**config.mk**
```make
export PLATFORM = sky130hd
export DESIGN_NAME = chacha_decrypter
export DESIGN_NICKNAME = d
export VERILOG_FILES = /design/src/rtl/chacha_pkg.sv /design/src/rtl/chacha_ks_word.sv /design/src/rtl/chacha_decrypter.sv
export SDC_FILE = /design/constraint.sdc
export NUM_CORES = 1
export LEC_CHECK = 0
export BUFFER_PORTS_ARGS = -buffer_cell sky130_fd_sc_hd__buf_2
export CORE_ASPECT_RATIO = 2
export CORE_UTILIZATION = 25
export CTS_BUF_LIST = sky130_fd_sc_hd__clkbuf_4 sky130_fd_sc_hd__clkbuf_8 sky130_fd_sc_hd__clkbuf_16
export CTS_CLUSTER_DIAMETER = 120
export DETAILED_ROUTE_END_ITERATION = 8
export GPL_TIMING_DRIVEN = 0
export SYNTH_ARGS = -nofsm -noshare
export SYNTH_HDL_FRONTEND = slang
export SYNTH_SLANG_ARGS = --single-unit
```
**constraint.sdc**
```tcl
create_clock -name clk -period 4.1 [get_ports clk]
set_input_delay 0.615 -clock clk [delete_from_list [all_inputs] [get_ports clk]]
set_output_delay 0.615 -clock clk [all_outputs]
set_load 0.05 [all_outputs]
```
**src/rtl/chacha_pkg.sv**
```systemverilog
// Shared definitions for the small-scale ChaCha link: constant, S-box, FSM states
// and a reference keystream-word function.
package chacha_pkg;

  localparam logic [3:0] CHACHA_CONST = 4'hB;

  // Entry i lives in bits [4i+3:4i]: S = 0,A,D,7,E,4,3,9,5,F,8,2,B,1,6,C
  localparam logic [63:0] SBOX_TABLE = 64'hC61B_28F5_934E_7DA0;

  typedef enum logic [1:0] {
    IDLE   = 2'd0,
    GEN    = 2'd1,
    STREAM = 2'd2,
    DONE   = 2'd3
  } state_t;

  function automatic logic [3:0] sbox(input logic [3:0] x);
    return SBOX_TABLE[{x, 2'b00} +: 4];
  endfunction

  // r[i][b] is bit b of box i counted MSB-first, so it maps to vector bit 3-b.
  function automatic logic [15:0] ks_word(input logic [7:0] k, input logic [1:0] n,
                                          input logic [1:0] c, input logic [3:0] cst);
    logic [3:0]  r [4];
    logic [3:0]  sel;
    logic [3:0]  cn;
    logic [15:0] w;
    cn  = {c, n};
    w   = '0;
    sel = '0;
    for (int i = 0; i < 4; i++) begin
      r[i] = sbox({cst[3-i], k[7-2*i], k[6-2*i], cn[3-i]});
    end
    for (int j = 0; j < 4; j++) begin
      for (int i = 0; i < 4; i++) begin
        sel[3-i] = r[i][3-((i+j)%4)];
      end
      w[15-4*j -: 4] = sbox(sel);
    end
    return w;
  endfunction

endpackage

```
**src/rtl/chacha_ks_word.sv**
```systemverilog
// Combinational keystream word: two rounds of four S-box lookups over key, nonce
// and block counter. Shared with the encrypter side.
module chacha_ks_word
  import chacha_pkg::*;
#(
  parameter logic [3:0] CONST = CHACHA_CONST
) (
  input  logic [7:0]  i_key,
  input  logic [1:0]  i_nonce,
  input  logic [1:0]  i_ctr,
  output logic [15:0] o_word
);

  logic [3:0] w_cn;
  logic [3:0] w_r1  [4];
  logic [3:0] w_sel [4];

  assign w_cn = {i_ctr, i_nonce};

  for (genvar gi = 0; gi < 4; gi++) begin : g_round1
    assign w_r1[gi] = sbox({CONST[3-gi], i_key[7-2*gi], i_key[6-2*gi], w_cn[3-gi]});
  end

  // Output j takes bit (i+j)%4 of box i, box 0 supplying the MSB.
  for (genvar gj = 0; gj < 4; gj++) begin : g_round2
    for (genvar gi = 0; gi < 4; gi++) begin : g_tap
      assign w_sel[gj][3-gi] = w_r1[gi][3-((gi+gj)%4)];
    end
    assign o_word[15-4*gj -: 4] = sbox(w_sel[gj]);
  end

endmodule

```
**src/rtl/chacha_decrypter.sv**
```systemverilog
// Serial ChaCha-lite receiver: ciphertext bits in, plaintext nibbles out, NUM_BLOCKS
// blocks per start. Define CHACHA_DEC_PROTO_ERR_EN to add the sticky err output.
module chacha_decrypter
  import chacha_pkg::*;
#(
  parameter int         NUM_BLOCKS = 4,
  parameter logic [3:0] CONST      = CHACHA_CONST
) (
  input  logic       clk,
  input  logic       reset,
  input  logic       start,
  input  logic [7:0] key,
  input  logic [1:0] nonce,
  input  logic [1:0] init_ctr,
  input  logic       ct_valid,
  input  logic       ct_bit,
  output logic       ct_ready,
  output logic       pt_valid,
  output logic [3:0] pt_nibble,
  input  logic       pt_ready,
  output logic       busy,
  output logic       done
`ifdef CHACHA_DEC_PROTO_ERR_EN
  ,
  output logic       err
`endif
);

  state_t      r_state;
  state_t      w_state_next;
  logic [7:0]  r_key;
  logic [1:0]  r_nonce;
  logic [1:0]  r_ctr;
  logic [7:0]  r_blk_left;
  logic [15:0] r_ks;
  logic [3:0]  r_bit_idx;
  logic [2:0]  r_shift;
  logic [3:0]  r_pt_nibble;
  logic        r_pt_valid;
  logic        r_done;

  logic [15:0] w_ks_word;
  logic        w_ct_ready;
  logic        w_launch;
  logic        w_gen;
  logic        w_finish;
  logic        w_accept;
  logic        w_pt_bit;
  logic        w_nibble_end;
  logic        w_block_end;

  chacha_ks_word #(.CONST(CONST)) u_ks_word (
    .i_key   (r_key),
    .i_nonce (r_nonce),
    .i_ctr   (r_ctr),
    .o_word  (w_ks_word)
  );

  always_ff @(posedge clk or posedge reset) begin
    if (reset) r_state <= IDLE;
    else       r_state <= w_state_next;
  end

  always_comb begin
    w_state_next = r_state;
    w_ct_ready   = 1'b0;
    w_launch     = 1'b0;
    w_gen        = 1'b0;
    w_finish     = 1'b0;
    case (r_state)
      IDLE: begin
        if (start) begin
          w_launch     = 1'b1;
          w_state_next = GEN;
        end
      end
      GEN: begin
        w_gen        = 1'b1;
        w_state_next = STREAM;
      end
      STREAM: begin
        // Stall input while a finished nibble is still waiting downstream.
        w_ct_ready = !(r_pt_valid && !pt_ready);
        if (w_ct_ready && ct_valid && (r_bit_idx == 4'd0)) begin
          w_state_next = (r_blk_left == 8'd1) ? DONE : GEN;
        end
      end
      DONE: begin
        if (!r_pt_valid || pt_ready) begin
          w_finish     = 1'b1;
          w_state_next = IDLE;
        end
      end
      default: w_state_next = IDLE;
    endcase
  end

  assign w_accept     = w_ct_ready && ct_valid;
  assign w_pt_bit     = ct_bit ^ r_ks[r_bit_idx];
  assign w_nibble_end = w_accept && (r_bit_idx[1:0] == 2'd0);
  assign w_block_end  = w_accept && (r_bit_idx == 4'd0);

  always_ff @(posedge clk or posedge reset) begin
    if (reset) begin
      r_key       <= '0;
      r_nonce     <= '0;
      r_ctr       <= '0;
      r_blk_left  <= '0;
      r_ks        <= '0;
      r_bit_idx   <= '0;
      r_shift     <= '0;
      r_pt_nibble <= '0;
      r_pt_valid  <= 1'b0;
      r_done      <= 1'b0;
    end else begin
      r_done <= w_finish;
      if (w_launch) begin
        r_key      <= key;
        r_nonce    <= nonce;
        r_ctr      <= init_ctr;
        r_blk_left <= 8'(NUM_BLOCKS);
      end
      if (w_gen) begin
        r_ks      <= w_ks_word;
        r_bit_idx <= 4'd15;
      end
      if (w_accept) begin
        r_shift   <= {r_shift[1:0], w_pt_bit};
        r_bit_idx <= r_bit_idx - 4'd1;
      end
      if (w_block_end) begin
        r_ctr      <= r_ctr + 2'd1;
        r_blk_left <= r_blk_left - 8'd1;
      end
      // A new nibble wins over the handshake that retires the previous one.
      if (w_nibble_end) begin
        r_pt_nibble <= {r_shift, w_pt_bit};
        r_pt_valid  <= 1'b1;
      end else if (pt_ready) begin
        r_pt_valid <= 1'b0;
      end
    end
  end

  assign ct_ready  = w_ct_ready;
  assign pt_valid  = r_pt_valid;
  assign pt_nibble = r_pt_nibble;
  assign busy      = (r_state != IDLE);
  assign done      = r_done;

`ifdef CHACHA_DEC_PROTO_ERR_EN
  logic r_err;

  always_ff @(posedge clk or posedge reset) begin
    if (reset) begin
      r_err <= 1'b0;
    end else if ((ct_valid && ((r_state == IDLE) || (r_state == DONE))) ||
                 (start && (r_state != IDLE))) begin
      r_err <= 1'b1;
    end
  end

  assign err = r_err;
`endif

endmodule

```
==> results of run 1 <==
[sequential cells by signal (all words and copies together), names as in the netlist]
signal / flops
r_nonce: 2
r_key: 8
r_ctr: 2
r_state: 2
pt_nibble: 4
done: 1
r_bit_idx: 4
pt_valid: 1
r_shift: 3
r_ks: 16
r_blk_left: 8
[through the flow]
stage               instances  hold slack (ps)  worst slack [ps]  area [µm²]  power [mW]
finish                    466            235.2              1931        3343       2.810
global placement          457            457.7              1582        3168       2.356
global route              466            250.0              1827        3343       3.062
detailed placement        458            460.6              1995        3188       2.397
CTS                       466            239.2              1927        3343       2.853
floorplan                 290            430.7              2007        2865       2.056
[layout make-up]
type                            instances  area (µm²)
Buffer                                 12       56.30
Clock buffer                            6       138.9
Clock inverter                          2       16.27
Fill cell                            1164        7874
Inverter                               22       82.58
Multi-Input combinational cell        205        1450
Sequential cell                        51        1276
Tap cell                              142       177.7
Timing Repair Buffer                   26       145.1
[metal layers]
layer | wire (µm) | share of wire | GRT usage
met1 | 2137 | 0.35 | 0.1031
met2 | 3777 | 0.61 | 0.2297
met3 | 84 | 0.014 | 0.009552
met4 | 178 | 0.029 | 0.06379
met5 | 0 | 0 | 0
[cell families after synthesis]
group,count (synthesis),share of synthesized area
xor+xnor,21,0.07423
simple gates,96,0.1581
fa+ha+maj,20,0.08734
flops,51,0.4454
buf+inv,34,0.04847
compound gates,52,0.1122
mux,16,0.07423
[power breakdown]
| part | internal [mW] | switching [mW] | leakage [nW] |
|---|---|---|---|
| combinational | 0.698 | 0.846 | 0.856 |
| sequential | 0.700 | 0.131 | 0.638 |
| clock | 0.244 | 0.191 | 0.0731 |
| total | 1.64 | 1.17 | 1.57 |
[worst paths after layout]
path | slack (ps) | from | cells after the start | end
min in group clk | 470 | r_blk_left[4] | 1 | r_blk_left[4]
max in group asynchronous | 3350 | reset | 3 | r_key[0]
worst max-delay path | 1930 | r_state[0] | 4 | ct_ready
worst min-delay path | 240 | reset | 2 | done
worst min register to register | 470 | r_blk_left[4] | 1 | r_blk_left[4]
worst max register to register | 2110 | r_bit_idx[0] | 7 | r_ctr[1]
[cell usage in the layout, fill, tap and decap left out, types with 5 or more instances in the layout]
cell type | netlist | layout
nand2_1 | 53 | 53
dfrtp_1 | 51 | 51
buf_2 | 3 | 28
o21ai_0 | 28 | 28
inv_1 | 22 | 21
ha_1 | 20 | 20
xnor2_1 | 17 | 17
clkbuf_1 | 8 | 8
nand3_1 | 7 | 7
mux2i_1 | 7 | 7
nor3_1 | 6 | 6
nor2_1 | 5 | 5
mux2_2 | 5 | 5
clkbuf_16 | 0 | 5
==> run_results.csv, run 1 <==
group,metric,value,unit
synth,synth_edf_count,0,
floorplanning,rows,55,
detailed_routing,drc_errors,0,
clocking,post_cts_resized,0,
sta,worst_slew_pin_slew,632.2,ps
critical_path,path_class,"flip-flop to primary output",
clocking,numCtsBuffers,5,
floorplanning,dieArea,11920,µm²
global_route,grt_pass1_wl,10.42,mm
critical_path,cp_slowest_cell,"dfrtp_1",
critical_path,cp_cell_sequence,"clkbuf_1 > nand2b_1 > nor2_1 > buf_2",
synth,async_flop_share,1.000,
critical_path,crit_path_start_kind,"flip-flop",
sta,max_freq,461.0,MHz
clocking,htree_levels,2,
global_route,grt_pass1_vias,2215,
synth,synthCells,290,
critical_path,crit_path_end_kind,"primary output",
sta,setup_tns,0,ps
detailed_routing,final_antenna_net_count,0,
global_route,grtUsageTotal,0.1126,
flow_run,cap_violations,0,
synth,syn_nets,328,
detailed_routing,vias,2156,
synth,post_synth_most_frequent_cells,"nand2_1 (53), dfrtp_1 (51), o21ai_0 (28), inv_1 (22), ha_1 (20)",
sta,finalHoldViolCount,0,
global_route,grt_max_degree,42,
clocking,clock_sinks,51,
sta,drv_slew,0,
critical_path,path_delay_family,"buffers and inverters",
sta,layout_min_cycle_time,2169,ps
critical_path,crit_required,3480,ps
global_route,grt.overflow.total,0,
synth,synth_area,2865,µm²
placed_design,port_buffers,25,
synth,yosysMostFrequentCell,"nand2_1",
placed_design,dp_hpwl,4.912,mm
power_and_ir_drop,p_leak,1.567,nW
sta,fin_skew,6.723,ps
critical_path,max_stage_delay,360,ps
sta,rsz0062_at_grt,"no",
synth,ys_seq_area_frac,0.4454,
global_route,antenna_found_initial,0,
final_layout,area_growth,16.68,%
sta,relSlewSlack,0.5755,
synth,synthTopCellsByArea,"dfrtp_1 (45%), ha_1 (8.7%), nand2_1 (6.9%), xnor2_1 (5.2%), o21ai_0 (4.9%)",
clocking,cts_tree,"done",
power_and_ir_drop,powerDensity,840.5,nW/µm²
clocking,root_buffer,"clkbuf_16",
clocking,clkLatencyLatePin,300,ps
synth,yosysTopAreaCellShare,0.4454,
final_layout,drive_gt1_frac,0.1574,
run_status,status,"finished clean",
final_layout,final_util,0.2980,
power_and_ir_drop,worst_ir_drop_vdd,0.0003297,V
sta,final-setup-viol-count,0,
floorplanning,start_util,0.2554,
critical_path,crit_fanout,10,
detailed_routing,firstDrtPassIters,5,
final_layout,antenna_cells,0,
critical_path,worstPathArrival,1550,ps
final_layout,nets,361,
detailed_routing,drt-initial-drc-count,85,
synth,postSynthAreaPerCell,9.880,µm²
synth,yosysTopAreaCell,"dfrtp_1",
synth,synth-seq-cells,51,
detailed_routing,wl_per_cell,13.26,µm
clocking,clk_pin_slew_worst_paths,70,ps
floorplanning,core_area,11220,µm²
synth,synth-main-ff-cell,"dfrtp_1",
floorplanning,fp.dieH,153.4,µm
synth,ys_types,46,
floorplanning,chipWidth,77.70,µm
detailed_routing,wl,6.178,mm
critical_path,cp_num_buf_inv,2,
clocking,cts_max_path_buffers,2,
sta,fin_crit_sh,0.5291,
worst_hold_path,hold_path.class,"primary input to asynchronous set/reset pin",
floorplanning,pin_count,26,
placed_design,gp_congestion,0.7326,
clocking,postCtsHoldBufs,0,
synth,yosysWarnings,0,
detailed_routing,viasPerCell,4.627,
clocking,cts_setup_buffers,0,
Note: power is estimated with default switching activity, not from simulation.
==> inputs of run 2 (changes only) <==
==> constraint.sdc (replaced) <==
create_clock -name clk -period 2 [get_ports clk]
set_input_delay 0.3 -clock clk [delete_from_list [all_inputs] [get_ports clk]]
set_output_delay 0.3 -clock clk [all_outputs]
set_load 0.05 [all_outputs]
==> run 2 against run 1 <==
  * Clock power grew 100%
  * Register-to-register slack lost 2000 ps
  * Critical path depth is 2 higher
  * Flip-flop and latch count did not move
  * Critical path type is now flip-flop to flip-flop
  * Die area unchanged
  * Highest routed layer unchanged
  * First-iteration DRC count shrank 18%
  * Core utilization up 0.31 points
  * Total power up 110%
  * Global-route usage is essentially flat
==> run_results.csv, run 2 (synthesis gave the netlist of run 1 again) <==
group,metric,value,unit
clocking,clk_pin_slew_worst_paths,70,ps
final_layout,antenna_cells,0,
final_layout,final_area,3378,µm²
global_route,grt_pass1_vias,2224,
detailed_routing,viasPerCell,4.631,
critical_path,crit_path_end_kind,"flip-flop",
global_route,grt_pass1_wl,10.44,mm
detailed_routing,firstDrtPassIters,4,
flow_run,cap_violations,0,
sta,fin_crit_sh,0.9379,
worst_hold_path,hold_path.class,"primary input to flip-flop",
sta,worst_slew_pin_slew,475.6,ps
clocking,cts_tree,"done",
clocking,cts_max_path_buffers,2,
floorplanning,core_area,11220,µm²
sta,max_freq,533.1,MHz
sta,holdWs,199.3,ps
sta,rsz0062_at_grt,"yes",
detailed_routing,final_antenna_net_count,0,
floorplanning,chipWidth,77.70,µm
detailed_routing,wl,6.218,mm
final_layout,reg_top3,"r_ks (16), r_blk_left (8), r_key (8)",
detailed_routing,drc_errors,0,
critical_path,crit_required,2220,ps
final_layout,final_common_cell,"nand2_1",
critical_path,crit_fanout,6,
final_layout,layoutNonFillerInstCount,466,
critical_path,path_class,"flip-flop to flip-flop",
sta,final-setup-viol-count,0,
floorplanning,dieArea,11920,µm²
floorplanning,start_util,0.2554,
placed_design,dpl-instance-area,3188,µm²
global_route,grt.overflow.total,0,
final_layout,regMostFlops,"r_ks",
placed_design,gp_congestion,0.7326,
sta,layout_min_cycle_time,1876,ps
sta,finalHoldViolCount,0,
run_status,status,"finished clean",
power_and_ir_drop,p_leak,1.580,nW
sta,fin_skew,7.156,ps
clocking,numCtsBuffers,5,
power_and_ir_drop,powerDensity,1720,nW/µm²
floorplanning,rows,55,
global_route,antenna_found_initial,0,
final_layout,largest_reg_flops,16,
final_layout,final_cell_mix,"nand2_1 (53), dfrtp_1 (50), buf_2 (28), o21ai_0 (28), inv_1 (21)",
sta,relSlewSlack,0.6829,
sta,drv_slew,0,
final_layout,final_util,0.3012,
detailed_routing,drt-initial-drc-count,70,
placed_design,dp_hpwl,4.912,mm
global_route,grt_max_degree,42,
clocking,htree_levels,2,
floorplanning,fp.dieH,153.4,µm
final_layout,drive_gt1_frac,0.1728,
detailed_routing,vias,2158,
floorplanning,pin_count,26,
placed_design,port_buffers,25,
critical_path,crit_path_start_kind,"flip-flop",
detailed_routing,wl_per_cell,13.34,µm
clocking,clkLatencyLatePin,300,ps
global_route,grtUsageTotal,0.1128,
clocking,clock_sinks,51,
clocking,root_buffer,"clkbuf_16",
clocking,cts_setup_buffers,0,
placed_design,dp_cells,458,
final_layout,area_growth,17.90,%
critical_path,worstPathArrival,2090,ps
power_and_ir_drop,worst_ir_drop_vdd,0.0006896,V
final_layout,nets,361,
[run 2: critical path, cell delays in order (launching register included)]
cell and delay (ps):
dfrtp_2 450, inv_1 120, ha_1 190, and4bb_2 270, nand3_1 230, nor4_1 300, mux2i_1 230
[run 2: area by class of cell]
class                           count  area (µm²)
Tap cell                          142       177.7
Sequential cell                    51        1277
Fill cell                        1161        7839
Inverter                           22       82.58
Multi-Input combinational cell    205        1478
Clock inverter                      2       16.27
Clock buffer                        6       138.9
Buffer                             11       52.55
Timing Repair Buffer               27       155.1
[run 2: power by group]
part | total, mW | internal [mW] | leakage [nW] | switching [mW]
Sequential | 1.71 | 1.44 | 0.638 | 0.278
Combinational | 3.20 | 1.46 | 0.869 | 1.74
Clock | 0.891 | 0.501 | 0.0731 | 0.391
[run 2: final timing paths]
check                      cells after the start             to     startpoint  slack [ps]
max                                            6  r_blk_left[6]   r_bit_idx[0]         120
max reg2reg                                    6  r_blk_left[6]   r_bit_idx[0]         120
max in group asynchronous                      4       r_key[0]          reset        1010
min reg2reg                                    1  r_blk_left[4]  r_blk_left[4]         470
min in group asynchronous                      3           done          reset         480
min                                            3       r_key[5]         key[5]         200
[run 2: stage by stage]
step,worst slack (ps),TNS [ps],power (mW)
floorplan,222.3,0,4.216
global placement,-202.6,-10080,4.829
detailed placement,2.057,0,4.914
CTS,36.30,0,5.869
global route,-25.61,-47.91,6.330
finish,124.2,0,5.810
[run 2: what timing repair did]
action / 4_1_cts / 5_1_grt
hold endpoints to repair: 10 / 0
endpoints found under the setup margin: 2 / 4
resized for setup: 2 / 3
cloned: 0 / 0
hold buffers: 1 / 0
[run 2: layer usage]
metal | track usage | vias to the layer above | share of wire
met1 | 0.1032 | 1061 | 0.35
li1 | - | 1065 | -
met3 | 0.009552 | 8 | 0.014
met5 | 0 | - | 0
met4 | 0.06379 | 0 | 0.026
met2 | 0.2305 | 24 | 0.61
==> inputs of run 3 (changes only) <==
--- a/config.mk
+++ b/config.mk
@@ -7,7 +7,7 @@
 export LEC_CHECK = 0
 export BUFFER_PORTS_ARGS = -buffer_cell sky130_fd_sc_hd__buf_2
 export CORE_ASPECT_RATIO = 2
-export CORE_UTILIZATION = 25
+export CORE_UTILIZATION = 27
 export CTS_BUF_LIST = sky130_fd_sc_hd__clkbuf_4 sky130_fd_sc_hd__clkbuf_8 sky130_fd_sc_hd__clkbuf_16
 export CTS_CLUSTER_DIAMETER = 120
 export DETAILED_ROUTE_END_ITERATION = 8
==> run 3 against run 2 <==
  * Fmax down 0.90%
  * Total power up 2.4%
  * Flip-flop and latch count unchanged
  * Clock power up 11%
  * Critical endpoint is now r_blk_left[5]
  * Register-to-register slack worse by 20 ps
  * Combinational power about the same
  * Sequential power about the same
  * Die area down 7.3%
  * Wire length down 2.5%
  * Highest routed layer unchanged
==> run_results.csv, run 3 (synthesis gave the netlist of run 1 again) <==
group,metric,value,unit
placed_design,dp_hpwl,4.755,mm
clocking,numCtsBuffers,5,
critical_path,path_class,"flip-flop to flip-flop",
final_layout,largest_reg_flops,16,
final_layout,antenna_cells,0,
power_and_ir_drop,worst_ir_drop_vdd,0.0007637,V
critical_path,cp_cell_sequence,"buf_6 > inv_1 > ha_1 > and4bb_2 > nand3_1 > nor4_1 > mux2i_1",
critical_path,reg2reg_slack,110,ps
worst_hold_path,hold_path.class,"primary input to flip-flop",
worst_hold_path,hold_path.startpoint,"nonce[1]",
sta,worst_slew_pin_slew,473.0,ps
global_route,grt_max_degree,44,
critical_path,crit_required,2220,ps
sta,worst_slack,107.2,ps
floorplanning,chipWidth,74.84,µm
global_route,grtUsageTotal,0.1216,
clocking,root_buffer,"clkbuf_16",
clocking,cts_max_path_buffers,2,
critical_path,startpoint,"r_bit_idx[1]",
global_route,antenna_found_initial,0,
floorplanning,core_area,10210,µm²
clocking,cts_setup_buffers,0,
floorplanning,fp.dieH,147.7,µm
critical_path,crit_fanout,8,
power_and_ir_drop,p_leak,1.591,nW
power_and_ir_drop,powerDensity,1765,nW/µm²
final_layout,final_cell_mix,"nand2_1 (53), dfrtp_1 (50), buf_2 (28), o21ai_0 (28), inv_1 (21)",
critical_path,cp_slowest_cell,"dfrtp_1",
critical_path,reg2reg_from,"r_bit_idx[1]",
sta,rsz0062_at_grt,"yes",
detailed_routing,top_layer,"met4",
floorplanning,start_util,0.2805,
sta,drv_slew,0,
floorplanning,dieArea,11050,µm²
sta,relSlewSlack,0.6847,
final_layout,nets,361,
detailed_routing,vias,2152,
sta,fin_crit_sh,0.9464,
detailed_routing,firstDrtPassIters,4,
final_layout,regMostFlops,"r_ks",
detailed_routing,final_antenna_net_count,0,
final_layout,area_growth,17.64,%
detailed_routing,viasPerCell,4.688,
detailed_routing,met2_length,3.527,mm
clocking,clock_sinks,51,
detailed_routing,wl_per_cell,13.21,µm
sta,fin_skew,6.460,ps
final_layout,seqCellArea,1277,µm²
clocking,cts_tree,"done",
floorplanning,rows,52,
detailed_routing,wl_met3,96,µm
flow_run,cap_violations,0,
final_layout,fillCellCount,1047,
final_layout,final_util,0.3300,
critical_path,crit_path_end_kind,"flip-flop",
detailed_routing,drc_errors,0,
final_layout,drive_gt1_frac,0.1667,
final_layout,final_common_cell,"nand2_1",
detailed_routing,met1_length,2.278,mm
detailed_routing,wl,6.062,mm
sta,layout_min_cycle_time,1893,ps
placed_design,dp_slack,7.059,ps
critical_path,crit_path_start_kind,"flip-flop",
global_route,grt_pass1_vias,2203,
sta,max_freq,528.3,MHz
clocking,htree_levels,2,
critical_path,worstPathArrival,2110,ps
sta,final-setup-viol-count,0,
placed_design,gp_congestion,0.7798,
placed_design,port_buffers,25,
floorplanning,pin_count,26,
critical_path,max_stage_delay,380,ps
run_status,status,"finished clean",
clocking,clk_pin_slew_worst_paths,70,ps
final_layout,multi_input_area,1465,µm²
global_route,grt_pass1_wl,10.25,mm
clocking,clkLatencyLatePin,300,ps
global_route,grt.overflow.total,0,
final_layout,reg_top3,"r_ks (16), r_blk_left (8), r_key (8)",
detailed_routing,drt-initial-drc-count,36,
sta,finalHoldViolCount,0,
sta,holdWs,191.6,ps
[run 3: changes by cell type in the layout (fill, tap and decap cells not counted)]
cell | before | now
bufinv_16 | 0 | 1
clkinvlp_4 | 1 | 0
clkinv_2 | 0 | 1
nor4_2 | 2 | 0
nor4_1 | 2 | 4
clkbuf_8 | 1 | 0
[run 3: report_power, final]
part | switching (mW) | internal [mW] | total, mW
clock network | 0.400 | 0.591 | 0.991
logic | 1.77 | 1.47 | 3.23
registers | 0.287 | 1.44 | 1.72
total | 2.45 | 3.49 | 5.95
[run 3: routing by layer]
metal | up-vias | track usage
li1 | 1059 | -
met1 | 1059 | 0.1225
met2 | 25 | 0.2320
met3 | 9 | 0.01431
met4 | 0 | 0.05943
met5 | - | 0
[run 3: final timing paths]
kind | endpoint | depth (start not counted)
max | r_blk_left[5] | 7
min | r_nonce[1] | 3
max reg2reg | r_blk_left[5] | 7
min reg2reg | pt_nibble[2] | 2
max in group asynchronous | r_bit_idx[0] | 4
min in group asynchronous | pt_valid | 3
[run 3: final cells by class]
type | count | area share
flip-flops and latches | 51 | 0.3790
well taps | 135 | 0.05011
repair buffers | 27 | 0.04603
inverters | 22 | 0.02450
clock buffers | 5 | 0.03712
multi-input cells | 205 | 0.4347
plain buffers | 11 | 0.01559
clock inverters | 3 | 0.01299
[run 3: through the flow]
stage	setup TNS, ps	area, µm²	std cells	total power, mW
2_1_floorplan	0	2865	290	4.216
3_3_place_gp	-8727	3159	450	4.841
3_5_place_dp	0	3179	451	4.956
4_1_cts	0	3359	460	5.972
5_1_grt	-13.07	3371	459	6.418
6_report	0	3371	459	5.948
[run 3: worst max-delay path, delay by kind of cell (launching register included)]
kind	cells	cell delay, ps
adders and majority gates	1	160
DFF	1	380
and+or+nand+nor	3	820
muxes	1	230
buffers and inverters	2	210
[run 3: timing repair]
action / CTS / global route
gates resized for setup: 1 / 2
setup endpoints to repair: 1 / 5
hold buffers: 1 / 0
endpoints found under the hold margin: 8 / 0
